`src/rtl/z80_mem_bridge.sv`:
```
// Z80 memory-side bus responder: decodes CPU memory cycles, applies the Sega-style slot
// mapper and turns each access into one req/ack transaction on a backing-memory port.
module z80_mem_bridge #(
  parameter int ROM_BANK_W = 8,
  parameter int MEM_AW     = 22
) (
  input  logic              z80_clk,
  input  logic              z80_rst,
  input  logic [15:0]       z80_addr,
  input  logic [7:0]        z80_do,
  input  logic              z80_mreq_n,
  input  logic              z80_rd_n,
  input  logic              z80_wr_n,
  output logic [7:0]        z80_di,
  output logic              z80_di_en,
  output logic              z80_wait_n,
  output logic              mem_req,
  output logic              mem_we,
  output logic [1:0]        mem_sel,
  output logic [MEM_AW-1:0] mem_addr,
  output logic [7:0]        mem_wdata,
  input  logic [7:0]        mem_rdata,
  input  logic              mem_ack
);

  localparam logic [1:0] SEL_ROM  = 2'd0;
  localparam logic [1:0] SEL_SYS  = 2'd1;
  localparam logic [1:0] SEL_CART = 2'd2;

  typedef enum logic [1:0] {
    S_IDLE,
    S_REQ,
    S_DONE
  } state_e;

  state_e                  state_q, state_d;
  logic                    cart_en_q;
  logic [ROM_BANK_W-1:0]   bank0_q, bank1_q, bank2_q;
  logic                    we_q;
  logic [1:0]              sel_q;
  logic [MEM_AW-1:0]       addr_q;
  logic [7:0]              wdata_q;
  logic [7:0]              di_q;

  logic                    acc;
  logic                    is_wr;
  logic                    accept;
  logic                    reg_hit;
  logic [1:0]              map_sel;
  logic [MEM_AW-1:0]       map_addr;

  // Refresh cycles assert mreq without a strobe and are not accesses.
  assign acc     = !z80_mreq_n && (!z80_rd_n || !z80_wr_n);
  assign is_wr   = z80_rd_n;
  assign accept  = (state_q == S_IDLE) && acc;
  assign reg_hit = (z80_addr[15:2] == 14'h3FFF);

  // Slot mapper; the first 1 KB is pinned to ROM bank 0 so the vectors never move.
  // NOTE: every always_comb output gets a default first so no path can infer a latch.
  always_comb begin
    map_sel  = SEL_ROM;
    map_addr = '0;
    unique case (z80_addr[15:14])
      2'b00: begin
        if (z80_addr[13:10] == 4'h0) map_addr = MEM_AW'(z80_addr[13:0]);
        else                         map_addr = MEM_AW'({bank0_q, z80_addr[13:0]});
      end
      2'b01: map_addr = MEM_AW'({bank1_q, z80_addr[13:0]});
      2'b10: begin
        if (cart_en_q) begin
          map_sel  = SEL_CART;
          map_addr = MEM_AW'(z80_addr[13:0]);
        end else begin
          map_addr = MEM_AW'({bank2_q, z80_addr[13:0]});
        end
      end
      default: begin
        map_sel  = SEL_SYS;
        map_addr = MEM_AW'(z80_addr[12:0]);
      end
    endcase
  end

  always_comb begin
    state_d = state_q;
    unique case (state_q)
      S_IDLE: if (acc) state_d = (is_wr && map_sel == SEL_ROM) ? S_DONE : S_REQ;
      S_REQ:  if (mem_ack) state_d = S_DONE;
      S_DONE: if (!acc) state_d = S_IDLE;
      default: state_d = S_IDLE;
    endcase
  end

  // NOTE: sequential state uses non-blocking assignments so every register samples pre-edge values.
  always_ff @(posedge z80_clk) begin
    if (z80_rst) begin
      state_q   <= S_IDLE;
      cart_en_q <= 1'b0;
      bank0_q   <= ROM_BANK_W'(0);
      bank1_q   <= ROM_BANK_W'(1);
      bank2_q   <= ROM_BANK_W'(2);
      we_q      <= 1'b0;
      sel_q     <= SEL_ROM;
      addr_q    <= '0;
      wdata_q   <= 8'h00;
      di_q      <= 8'h00;
    end else begin
      state_q <= state_d;
      if (accept) begin
        we_q    <= is_wr;
        sel_q   <= map_sel;
        addr_q  <= map_addr;
        wdata_q <= z80_do;
      end
      // Mapper registers shadow the top of system RAM; the RAM write still happens.
      if (accept && is_wr && reg_hit) begin
        unique case (z80_addr[1:0])
          2'd0: cart_en_q <= z80_do[3];
          2'd1: bank0_q   <= ROM_BANK_W'(z80_do);
          2'd2: bank1_q   <= ROM_BANK_W'(z80_do);
          default: bank2_q <= ROM_BANK_W'(z80_do);
        endcase
      end
      if (state_q == S_REQ && mem_ack && !we_q) di_q <= mem_rdata;
    end
  end

  assign mem_req    = (state_q == S_REQ);
  assign mem_we     = we_q;
  assign mem_sel    = sel_q;
  assign mem_addr   = addr_q;
  assign mem_wdata  = wdata_q;
  assign z80_di     = di_q;
  assign z80_di_en  = acc && !we_q && (state_q == S_DONE);
  assign z80_wait_n = !(acc && state_q != S_DONE);

endmodule
```
`config.mk`:
```
export PLATFORM = sky130hd
export DESIGN_NAME = z80_mem_bridge
export DESIGN_NICKNAME = d
export VERILOG_FILES = /design/src/rtl/z80_mem_bridge.sv
export SDC_FILE = /design/constraint.sdc
export NUM_CORES = 1
export LEC_CHECK = 0
export ABC_AREA = 0
export CAP_MARGIN = 5
export CORE_UTILIZATION = 50
export DETAILED_ROUTE_END_ITERATION = 8
export GPL_TIMING_DRIVEN = 1
export PLACE_DENSITY = 0.84
export SETUP_SLACK_MARGIN = 0.05
export SLEW_MARGIN = 20
export SYNTH_ARGS = -nofsm -noshare
export SYNTH_HDL_FRONTEND = slang
export SYNTH_SLANG_ARGS = --single-unit
```
`constraint.sdc`:
```
create_clock -name z80_clk -period 3.6 [get_ports z80_clk]
set_clock_uncertainty 0.15 [all_clocks]
set_input_delay 0.36 -clock z80_clk [delete_from_list [all_inputs] [get_ports z80_clk]]
set_output_delay 0.36 -clock z80_clk [all_outputs]
set_load 0.1 [all_outputs]
```
==> run metrics, run 1 <==
status=finished, final reports clean; clock network fraction of total power=33.0%; Sw Share=30.91%; Die Height=76.18 microns; Final Wtd Congestion=0.8156; CTS Buf Count=9; Worst Setup Path Type=input pin to flop; Comb power frac=20.7%; largest delay contributor family on the critical path=simple AND/OR/NAND/NOR gates; CP Launch Type=input pin; Max Slew Vio Count=0; Max Cap Viol=0; #FFs+latches synth=68; CP Max Fanout=11; Top FF cell, synth=dfxtp_1; Post-Syn Instances=301; Mapped Nets=339; fillcell total=413; first drt pass iteration count=5; I/O pins=82; final wirelength=6.899 mm; min-delay worst type=input pin to flop; Die Area=0.005803 sq mm; Iter 0 DRT Violations=184; Port-buffer cells=81; final worst-path cycle share=70.27%; Post-CTS Setup Bufs=0; FFs w/ async S/R, synth=0%; Psw=0.5247 mW; RSZ-0062 raised after global routing=no; Tmin final=2.530 ns; CTS Buffer Depth=2; Post-Syn Area=0.002751 sq mm; top-area cell type share of the netlist area=49.48%; cell taking the most area after synthesis=dfxtp_1; Int Pwr=1.173 mW; root buffer cell=clkbuf_8; Worst Tran Pin Value=0.9999 ns; vias in the first global route=2,458; setup violation total in the final timing report=0; Leakage=1.450 nW; Crit. End Element=flop; Detailed Place HPWL=4.820 mm; Final Hold Vio Count=0; met3 Use GR=7.545%; H-Tree Depth=3; largest net degree at the start of global routing=46; setup TNS=0 ns; Synth cell types=33; top cells by count, synth=dfxtp_1, nand2_1, a21oi_1; Gates resized, CTS repair=0; Synth Warn #=0; critical path cell sequence=clkdlybuf4s50_1 -> or4b_4 -> nor4_4 -> nand4b_2 -> mux2i_1; Total GRT Usage=24.66%; Avg Inst Size Synth=9.141 sq um; Worst setup startpoint=z80_addr[13]; most frequent cell after synthesis=dfxtp_1; Core ar.=0.005205 sq mm; met2 Use GR=39.73%; DIE WIDTH=76.18 microns; CP required=3.66 ns; layout cells sized above 1=7.612%; grt ovf=0; Layout Nets=416; critical path's largest stage delay=0.56 ns; number of synthesized flops with an enable pin=0; antenna viol nets, final=0; CTS tree=done; part of the power in registers=46.3%; global-route wire length before repair=11.29 mm; Antenna Cells=0; sequential-to-total area share from yosys stat=49.48%; area delta synth->final=36.74%; arrival time worst endpoint=2.59 ns; slack of the critical path=1.070 ns; pre-CTS setup slack=0.7329 ns; GRT met1 Usage=29.61%; CP bufs+invs=1; GR peak layer=met2; r2r startpoint=state_q[0]$_SDFFE_PP0P_; Hold Buf Count CTS=0; Slew HR=33.13%; initial antenna violation count=0; clock latency on the worst-skew pair=0.33 ns; Reg clk slew, reported paths=0.07 ns; Achievable Freq=395.3 MHz; largest cells by area after synthesis=dfxtp_1, mux2i_1, nand2_1, a21oi_1, nand2b_1; routed len/inst=15.30 microns; Core Rows=26; PD cells=451.2 mW/mm^2; DR vias/cell=5.452; via count=2,459; origin of the worst min-delay path=z80_rst; Hold Slack=0.3012 ns; Worst path slowest cell=nor4_4; Initial Util=52.86%; worst vdd rail ir drop=0.0002929 V; clk sinks=68; # DRC=0
[placed cells by master, fill, tap and decap left out, drive strengths merged, types with 3 or more instances in the layout]
cell type / n
nor3: 3
clkbuf: 12
clkdlybuf4s50: 77
a21oi: 35
nand3: 3
nand2b: 25
mux2i: 25
nor2: 15
a222oi: 8
nand2: 51
dfxtp: 68
nand4: 12
o21ai: 9
o2bb2ai: 8
buf: 10
nor2b: 3
[state kept, by name, indices dropped and copies added (netlist names)]
signal	cells
bank0_q	8
z80_di	8
mem_addr	22
mem_sel	2
state_q	2
bank2_q	8
bank1_q	8
mem_wdata	8
mem_we	1
cart_en_q	1
[power by group through the flow]
stage / sequential, mW / combinational, mW / clock (mW)
detailed placement: 0.802 / 0.351 / 0
CTS: 0.786 / 0.352 / 0.569
global route: 0.788 / 0.369 / 0.600
global placement: 0.802 / 0.348 / 0
finish: 0.786 / 0.352 / 0.560
floorplan: 0.943 / 0.0946 / 0
[layout make-up]
cell class	count	area, sq um	share of cell area, %
Timing Repair Buffer	87	843.3	22.41
Clock buffer	12	165.2	4.390
Inverter	1	3.754	0.09977
Sequential cell	68	1361	36.18
Multi-Input combinational cell	211	1291	34.32
Clock inverter	2	10.01	0.2660
Tap cell	70	87.58	2.328
[metrics by stage]
stage / area (sq um) / power, mW / util [%] / cells
3_3_place_gp: 3587 / 1.150 / 68.92 / 437
4_1_cts: 3762 / 1.707 / 72.28 / 451
2_1_floorplan: 2751 / 1.038 / - / 301
5_1_grt: 3762 / 1.757 / 72.28 / 451
6_report: 3762 / 1.698 / 72.28 / 451
3_5_place_dp: 3587 / 1.153 / 68.92 / 437
[routing by layer]
metal,share of wire (%),up-vias
met5,0,-
met4,2.0,0
met3,6.3,14
met2,48,88
met1,44,1143
li1,-,1214
[worst paths after layout]
path / to / slack (ns) / cells past startpoint
setup / recovery: bank1_q[5]$_SDFFE_PP0P_ / 1.07 / 5
setup reg to reg: bank1_q[5]$_SDFFE_PP0P_ / 1.16 / 4
hold reg to reg: mem_addr[12]$_SDFFE_PP0P_ / 0.31 / 2
hold / removal: z80_di[5]$_SDFFE_PP0P_ / 0.30 / 2
[cell families (layout without fill, tap and decap cells)]
logic type / after synthesis / after routing / synth area share [%]
AND/OR/NAND/NOR: 124 / 124 / 23.83
flip-flops: 68 / 68 / 49.48
AO/OA/AOI/OAI: 62 / 62 / 14.01
multiplexers: 25 / 25 / 9.095
buffers and inverters: 22 / 102 / 3.592
Note: power is estimated with default switching activity, not from simulation.
==> run 2, diff against run 1 <==
CORE_UTILIZATION = 42   (was 50)
PLACE_DENSITY = 0.75   (was 0.84)
clock period = 2.2 ns   (was 3.6 ns; I/O delays follow)
==> run 2 against run 1 <==
Against the previous run: utilization fell by 10 points; cell area rose by 4.8%; clock power rose by 130%; sequential power rose by 64%; critical path depth fell by 1; routed wire length rose by 5.0%; via count rose by 4.1%; sequential cell count did not move; non-clock buffer count rose by 16; critical path type unchanged; count of clock-buffer cells in the layout fell by 1; first-iteration DRC count rose by 39%; worst setup slack got worse by 0.95 ns.
==> run metrics, run 2 (synthesized netlist as in run 1, its figures left out) <==
status=finished, final reports clean; Layout Cell Area excl Fill=0.003944 sq mm; via count=2,561; arrival time worst endpoint=2.21 ns; DR vias/cell=5.380; CTS Buf Count=9; met2 Use GR=36.07%; routed len/inst=15.21 microns; Detailed Place HPWL=5.177 mm; Core ar.=0.006350 sq mm; final wirelength=7.241 mm; area delta synth->final=43.34%; commonest non-fill, non-tap cell in the layout=dfxtp_1; Port-buffer cells=81; CTS tree=done; layout cells sized above 1=22.81%; Tmin final=2.078 ns; worst vdd rail ir drop=0.0005265 V; initial antenna violation count=0; DIE WIDTH=82.94 microns; Final Wtd Congestion=0.8280; FF-to-FF setup slack=0.20 ns; root buffer cell=clkbuf_8; most frequent cells in the layout=dfxtp_1, buf_4, nand2_1; placed instance area=0.003682 sq mm; setup violation total in the final timing report=0; CP required=2.33 ns; Hold Buf Count CTS=0; max reg flops=22; # DRC=0; Worst Setup Path Type=input pin to flop; CP Max Fanout=8; Initial Util=43.33%; Die Area=0.006878 sq mm; Max Cap Viol=0; Leakage=1.661 nW; global-route wire length before repair=12.08 mm; WHS Path Cells=2; CTS Buffer Depth=2; Slew HR=22.39%; r2r startpoint=cart_en_q$_SDFFE_PP0P_; clock latency on the worst-skew pair=0.36 ns; I/O pins=82; Reg clk slew, reported paths=0.07 ns; GR peak layer=met2; final worst-path cycle share=94.46%; Max Slew Vio Count=0; min-delay worst type=input pin to flop; Total GRT Usage=22.00%; Hold Slack=0.1000 ns; antenna viol nets, final=0; largest net degree at the start of global routing=38; RR Endpoint=mem_addr[20]$_SDFFE_PP0P_; Final Hold Vio Count=0; Iter 0 DRT Violations=256; vias in the first global route=2,503; grt ovf=0; Final Util=62.11%; CP Launch Type=input pin; Crit. End Element=flop; GRT met1 Usage=26.99%; met3 Use GR=7.356%; PD cells=809.4 mW/mm^2; Core Rows=29; Die Height=82.94 microns; fillcell total=530; RSZ-0062 raised after global routing=no; Hold EP=mem_wdata[1]$_SDFFE_PP0P_; H-Tree Depth=3; origin of the worst min-delay path=z80_rst; reg2reg path depth=3; Achievable Freq=481.2 MHz; Antenna Cells=0; Layout Nets=432; clk sinks=68; Worst Tran Pin Value=1.162 ns; first drt pass iteration count=5
==> run 2: cell types whose count changed in the layout (fill, tap and decap cells not counted), sizes merged <==
cell / previous run / this run
clkbuf: 12 / 11
buf: 10 / 67
clkinvlp: 0 / 1
clkinv: 2 / 0
bufinv: 0 / 3
clkdlybuf4s50: 77 / 36
inv: 1 / 2
==> run 2: power breakdown <==
part,switching (mW),internal [mW],total [mW]
clock,0.494,0.819,1.31
sequential,0.0212,1.26,1.29
combinational,0.413,0.181,0.593
total,0.927,2.26,3.19
==> run 2: worst max path at each step <==
stage                                endpoint                     from  slack (ns)  cells after the start
floorplan             bank0_q[0]$_SDFFE_PP0P_  state_q[0]$_SDFFE_PP0P_        0.20                      5
global placement      bank0_q[2]$_SDFFE_PP0P_             z80_addr[13]       -0.18                      5
detailed placement    bank0_q[0]$_SDFFE_PP0P_             z80_addr[13]       -0.24                      5
CTS                   bank0_q[6]$_SDFFE_PP0P_  state_q[0]$_SDFFE_PP0P_        0.08                      4
global route        mem_addr[20]$_SDFFE_PP0P_             z80_addr[15]        0.06                      4
finish              mem_addr[20]$_SDFFE_PP0P_             z80_addr[15]        0.12                      4
==> run 2: area by class of cell <==
cell class	instances	area [sq um]	share of cell area, %
clock buffer	11	151.4	3.839
clock inverter	5	106.4	2.697
tap	77	96.34	2.443
sequential	68	1361	34.52
timing repair buffer	103	910.9	23.10
multi-input combinational	211	1314	33.31
inverter	1	3.754	0.09518
==> run 2: through the flow <==
step	TNS (ns)	cells	setup WS, ns	power, mW
after floorplan	0	301	0.2024	1.702
after CTS	0	476	0.07511	3.219
after global routing	0	476	0.05815	3.299
after global placement	-2.576	460	-0.1766	1.903
after detailed placement	-3.385	460	-0.2416	1.908
final	0	476	0.1220	3.192
==> run 2: repair_timing <==
item | in CTS | in global routing
endpoints found under the setup margin | 0 | 4
resized for setup | 0 | 1
buffers inserted | 0 | 0
hold endpoints to repair | 0 | 0
==> run 2: worst max-delay path, stage by stage <==
cell             delay (ns)
clkdlybuf4s50_1        0.54
nor3b_1                0.95
a222oi_1               0.30
o2bb2ai_1              0.20
==> run 2: per-layer routing <==
layer | part of all wire, % | wire, microns | vias to the layer above
li1 | - | - | 1254
met1 | 44 | 3185 | 1203
met2 | 47 | 3422 | 90
met3 | 7.0 | 506 | 14
met4 | 1.8 | 127 | 0
met5 | 0 | 0 | -
==> run 3, diff against run 2 <==
TNS_END_PERCENT = 100   (was not set)
==> results of run 3 <==
The final DEF is identical to that of run 2; final timing and power are the same.
